===== src/rtl/fila_pkg.sv =====
// Shared constants and types for the fila queue and its command front end.
package fila_pkg;

   localparam int unsigned DATA_W = 8;
   localparam int unsigned DEPTH  = 8;

   typedef enum logic [1:0] {
      IDLE   = 2'd0,
      ISSUE  = 2'd1,
      SETTLE = 2'd2
   } state_t;

endpackage


===== src/rtl/fila_debounce.sv =====
// Push-button conditioner: 2-flop synchronizer, stability counter and
// registered single-cycle pulse on each accepted rising level.
module fila_debounce #(
   parameter int unsigned DEBOUNCE_CYCLES = 200
) (
   input  logic clk,
   input  logic rst_n,
   input  logic raw,
   output logic rise
);

   localparam int unsigned CNT_W = (DEBOUNCE_CYCLES > 1) ? $clog2(DEBOUNCE_CYCLES) : 1;
   localparam logic [CNT_W-1:0] CNT_LAST = CNT_W'(DEBOUNCE_CYCLES - 1);

   logic [1:0]       sync;
   logic             level;
   logic [CNT_W-1:0] cnt;

   // A new level is accepted on its DEBOUNCE_CYCLES-th consecutive differing sample.
   always_ff @(posedge clk or negedge rst_n) begin
      if (!rst_n) begin
         sync  <= 2'b00;
         level <= 1'b0;
         cnt   <= '0;
         rise  <= 1'b0;
      end else begin
         sync <= {sync[0], raw};
         rise <= 1'b0;
         if (sync[1] == level) begin
            cnt <= '0;
         end else if (cnt == CNT_LAST) begin
            level <= sync[1];
            cnt   <= '0;
            rise  <= sync[1];
         end else begin
            cnt <= cnt + CNT_W'(1);
         end
      end
   end

endmodule


===== src/rtl/fila_cmd_in.sv =====
// Command front end for fila: debounced buttons become single-cycle enqueue /
// dequeue commands, refused when they would overflow or underflow the queue.
module fila_cmd_in
   import fila_pkg::*;
#(
   parameter int unsigned DEBOUNCE_CYCLES = 200
) (
   input  logic              clk_10KHz,
   input  logic              reset,
   input  logic              btn_enq_in,
   input  logic              btn_deq_in,
   input  logic [DATA_W-1:0] sw_data_in,
   input  logic [DATA_W-1:0] len_in,
   output logic [DATA_W-1:0] data_out,
   output logic              enqueue_out,
   output logic              dequeue_out,
   output logic              rej_out
);

   localparam logic [DATA_W-1:0] LEN_FULL = DATA_W'(DEPTH);

   logic req_enq;
   logic req_deq;

   fila_debounce #(.DEBOUNCE_CYCLES(DEBOUNCE_CYCLES)) u_deb_enq (
      .clk   (clk_10KHz),
      .rst_n (reset),
      .raw   (btn_enq_in),
      .rise  (req_enq)
   );

   fila_debounce #(.DEBOUNCE_CYCLES(DEBOUNCE_CYCLES)) u_deb_deq (
      .clk   (clk_10KHz),
      .rst_n (reset),
      .raw   (btn_deq_in),
      .rise  (req_deq)
   );

   state_t            state;
   state_t            state_nxt;
   logic              pend_enq;
   logic              pend_deq;
   logic              pend_enq_nxt;
   logic              pend_deq_nxt;
   logic              want_enq;
   logic              want_deq;
   logic [DATA_W-1:0] data_nxt;
   logic              enq_nxt;
   logic              deq_nxt;
   logic              rej_nxt;

   // A request arriving this cycle is serviced as if already pending.
   assign want_enq = pend_enq | req_enq;
   assign want_deq = pend_deq | req_deq;

   // State, pending flags and registered command outputs.
   always_ff @(posedge clk_10KHz or negedge reset) begin
      if (!reset) begin
         state       <= IDLE;
         pend_enq    <= 1'b0;
         pend_deq    <= 1'b0;
         data_out    <= '0;
         enqueue_out <= 1'b0;
         dequeue_out <= 1'b0;
         rej_out     <= 1'b0;
      end else begin
         state       <= state_nxt;
         pend_enq    <= pend_enq_nxt;
         pend_deq    <= pend_deq_nxt;
         data_out    <= data_nxt;
         enqueue_out <= enq_nxt;
         dequeue_out <= deq_nxt;
         rej_out     <= rej_nxt;
      end
   end

   // Next state: one command, then two quiet cycles so len_in catches up.
   always_comb begin
      state_nxt = state;
      case (state)
         IDLE:    if (want_enq || want_deq) state_nxt = ISSUE;
         ISSUE:   state_nxt = SETTLE;
         SETTLE:  state_nxt = IDLE;
         default: state_nxt = IDLE;
      endcase
   end

   // Command decode; enqueue wins when both are pending.
   always_comb begin
      pend_enq_nxt = want_enq;
      pend_deq_nxt = want_deq;
      data_nxt     = data_out;
      enq_nxt      = 1'b0;
      deq_nxt      = 1'b0;
      rej_nxt      = 1'b0;
      if (state == IDLE) begin
         if (want_enq) begin
            pend_enq_nxt = 1'b0;
            if (len_in < LEN_FULL) begin
               enq_nxt  = 1'b1;
               data_nxt = sw_data_in;
            end else begin
               rej_nxt = 1'b1;
            end
         end else if (want_deq) begin
            pend_deq_nxt = 1'b0;
            if (len_in != '0) deq_nxt = 1'b1;
            else              rej_nxt = 1'b1;
         end
      end
   end

endmodule


===== config.mk =====
export PLATFORM = sky130hd
export DESIGN_NAME = fila_cmd_in
export DESIGN_NICKNAME = d
export VERILOG_FILES = /design/src/rtl/fila_pkg.sv /design/src/rtl/fila_debounce.sv /design/src/rtl/fila_cmd_in.sv
export SDC_FILE = /design/constraint.sdc
export NUM_CORES = 1
export LEC_CHECK = 0
export CORE_ASPECT_RATIO = 1.4
export CORE_MARGIN = 4
export CORE_UTILIZATION = 35
export DETAILED_ROUTE_END_ITERATION = 8
export PLACE_DENSITY_LB_ADDON = 0.2
export SLEW_MARGIN = 20
export SYNTH_ARGS = -nofsm -noshare
export SYNTH_HDL_FRONTEND = slang
export SYNTH_HIERARCHICAL = 1
export SYNTH_SLANG_ARGS = --single-unit

===== constraint.sdc =====
create_clock -name clk_10KHz -period 2.95 [get_ports clk_10KHz]
set_input_delay 0.295 -clock clk_10KHz [delete_from_list [all_inputs] [get_ports clk_10KHz]]
set_output_delay 0.295 -clock clk_10KHz [all_outputs]
set_load 0.02 [all_outputs]

==> impl_metrics.tcl <==
set metrics [dict create \
    gp_congestion 0.7143 \
    dp_hpwl_mm 2.146 \
    drv_cap 0 \
    r2r_start "u_deb_enq/cnt[0]$_DFF_PN0_" \
    status "completed" \
    synth.most_common_cell "dfrtp_1" \
    htree_levels 2 \
    fp.dieArea_mm2 0.005713 \
    rsz0062_at_grt "no" \
    grt_pass1_vias 1127 \
    wl_per_cell_um 12.78 \
    drv_slew 0 \
    synthAdderAreaFrac_pct 1.570 \
    critPathMaxFanout 9 \
    synth_cells 130 \
    routed_via_density 4.828 \
    synth_edf_count 0 \
    ys_seq_area_share_pct 61.22 \
    syn_nets 152 \
    p_leak_uw 0.0008810 \
    dieWidth_um 65.04 \
    synth_xor_area_share_pct 4.396 \
    hold_viol 0 \
    swShare_pct 21.12 \
    grt_util_met3_pct 4.878 \
    synth_simple_gate_area_share_pct 17.58 \
    met2_usage_pct 19.18 \
    yosys.area.top_type "dfrtp_1" \
    internal_power_uw 758.9 \
    clk_latency_ps 280 \
    synth_seq_cells 39 \
    dp.cells 220 \
    power.density_mw_per_mm2 468.8 \
    p_seq_share_pct 57.6 \
    drive_gt1_share_pct 11.98 \
    relSlewSlack_pct 44.65 \
    ys_types 27 \
    fmax_ghz 0.4826 \
    layout.cells.non_filler 227 \
    critPathArrivalTime_ps 2240 \
    yosys_warnings 6 \
    fin_crit_ps 2072 \
    grt_use_met1_pct 12.66 \
    clkTransAtPathRegs_ps 70 \
    row_count 28 \
    die_h_um 87.85 \
    async_reset_ff_share_pct 100.0 \
    grt_max_degree 40 \
    syn-cell-area_mm2 0.001594 \
    grt_pass1_wl_mm 5.016 \
    crit_path_start "len_in[6]" \
    synthFlopType "dfrtp_1" \
    cts.hold.buffers_added 0 \
    power_frac_comb_pct 5.9 \
    setup_viol 0 \
    yosys-top-cells-count "dfrtp_1 (39), nor2_1 (16), mux2_2 (8), nand3_1 (8), o21ai_0 (8)" \
    pwr-share-clk_pct 36.5 \
    peakVddDrop_uv 247.5 \
    cts_buffers 5 \
    antenna_found_initial 0 \
    initial_core_util_pct 36.99 \
    portBuffers 30 \
    track_usage_pct 11.62 \
    dpl_worst_slack_ps 549.8 \
    avgSynthCellArea_um2 12.26 \
    hold_class "in2async" \
    drtIter0Drc 19 \
    end_kind "flip-flop" \
    cts-root-buf "clkbuf_8" \
    synth_top_family_by_area "simple AND/OR/NAND/NOR gates" \
    startpoint_type "input pin" \
    synth_top_area_share_pct 61.22 \
    diodes 0 \
    final.period_utilization_pct 70.23 \
    final_net_count 189 \
    post_cts_resized 0 \
    cp_data_required_time_ps 3120 \
    area_delta_synth_final_pct 28.73 \
    setup_tns_ps 0 \
    first_pass_iters 5 \
    path_class "in2reg" \
    setup_ws_ps 878.1 \
    synth_compound_area_share_pct 6.122 \
    clkSinkCount 39 \
    busiest_layer "met2" \
    drc 0 \
    post_cts_buffers 0 \
    synthMuxAreaShare_pct 8.163 \
    drt_wl_total_mm 2.900 \
    clockBufferDepth 2 \
    dr_total_vias 1096 \
    core_area_mm2 0.004309 \
    worst-slew-pin-transition_ps 830.3 \
    ant_nets 0 \
    grt_overflow 0 \
    post-route-util_pct 47.62 \
    p_sw_uw 203.2 \
    cts_tree "done" \
    num_io_pins 31 \
    synthTopCellsByArea "dfrtp_1 (61%), mux2_2 (5.7%), nor2_1 (3.8%)" \
    skew_ps 5.541 \
]
final timing paths:
check	to	slack (ps)	depth (start not counted)
max	data_out[5]$_DFFE_PN0P_	880	4
min reg2reg	u_deb_deq/sync[1]$_DFF_PN0_	350	0
max reg2reg	u_deb_enq/level$_DFFE_PN0P_	1250	4
max in group asynchronous	u_deb_deq/sync[1]$_DFF_PN0_	2320	1
min	u_deb_deq/cnt[3]$_DFF_PN0_	110	1
min in group clk_10KHz	u_deb_deq/sync[1]$_DFF_PN0_	350	0
state kept, by name, indices dropped and copies added (netlist names), 2 cells and up:
signal and cells:
data_out 8, u_deb_deq/sync 2, u_deb_enq/cnt 8, state 2
u_deb_enq/sync 2, u_deb_deq/cnt 8
cells in the final DEF, fill, tap and decap left out:
| cell | synthesis | final |
|---|---|---|
| inv_1 | 4 | 4 |
| nand3b_1 | 1 | 1 |
| o21ai_0 | 8 | 8 |
| nor3_1 | 1 | 1 |
| or3b_1 | 2 | 2 |
| buf_2 | 0 | 1 |
| nor2_1 | 16 | 16 |
| or2_1 | 2 | 2 |
| nor2b_1 | 1 | 1 |
| mux2_2 | 8 | 8 |
| a21oi_1 | 7 | 7 |
| xnor2_1 | 4 | 4 |
| mux2i_1 | 1 | 1 |
| nor4b_4 | 1 | 1 |
| nand4b_1 | 2 | 2 |
| clkdlybuf4s50_1 | 0 | 29 |
| or4_4 | 1 | 1 |
| ha_1 | 2 | 2 |
| o21bai_1 | 2 | 2 |
| clkinv_2 | 0 | 1 |
| xor2_1 | 4 | 4 |
| a21boi_0 | 1 | 1 |
| nand3_1 | 8 | 8 |
| nand2_1 | 2 | 2 |
| nand4_1 | 2 | 2 |
| or3_1 | 6 | 6 |
| dfrtp_1 | 39 | 39 |
| nor4_1 | 1 | 1 |
| nor3b_1 | 2 | 2 |
| mux2_4 | 2 | 2 |
| clkbuf_8 | 0 | 6 |
power by group through the flow:
| stage | clock network [uW] | registers, uW | logic, uW |
|---|---|---|---|
| 6_report | 351 | 554 | 56.9 |
| 5_1_grt | 395 | 555 | 63.5 |
| 3_5_place_dp | 0 | 564 | 58.8 |
| 4_1_cts | 369 | 554 | 58.8 |
| 3_3_place_gp | 0 | 564 | 56.9 |
| 2_1_floorplan | 0 | 562 | 19.3 |
layer usage:
layer | vias up | routed length [um] | part of all wire, %
li1 | 526 | - | -
met1 | 529 | 1174 | 40
met2 | 34 | 1435 | 49
met3 | 7 | 215 | 7.4
met4 | 0 | 75 | 2.6
met5 | - | 0 | 0
final cells by class:
cell class / count / area [um2]
clock inverter: 1 / 5.005
tap: 60 / 75.07
timing repair buffer: 30 / 295.3
inverter: 4 / 15.01
fill: 389 / 2257
sequential: 39 / 975.9
clock buffer: 6 / 82.58
multi-input combinational: 87 / 603.1
critical path: stages:
cell and delay [ps]:
clkdlybuf4s50_1 410, or4_4 550, nor4b_4 580, mux2_2 400
logic make-up after synthesis:
logic type | count (synthesis)
simple gates | 48
buf+inv | 4
xor+xnor | 8
flops | 39
mux | 11
compound gates | 18
fa+ha+maj | 2
through the flow:
stage	hold slack [ps]	area [um2]	power, uW
2_1_floorplan	-0.5911	1594	581.5
3_3_place_gp	336.7	1964	620.7
3_5_place_dp	337.1	1964	622.9
4_1_cts	135.9	2052	981.8
5_1_grt	184.2	2052	1014
6_report	111.8	2052	962.0
No activity file was read; power rests on OpenSTA's default activity.
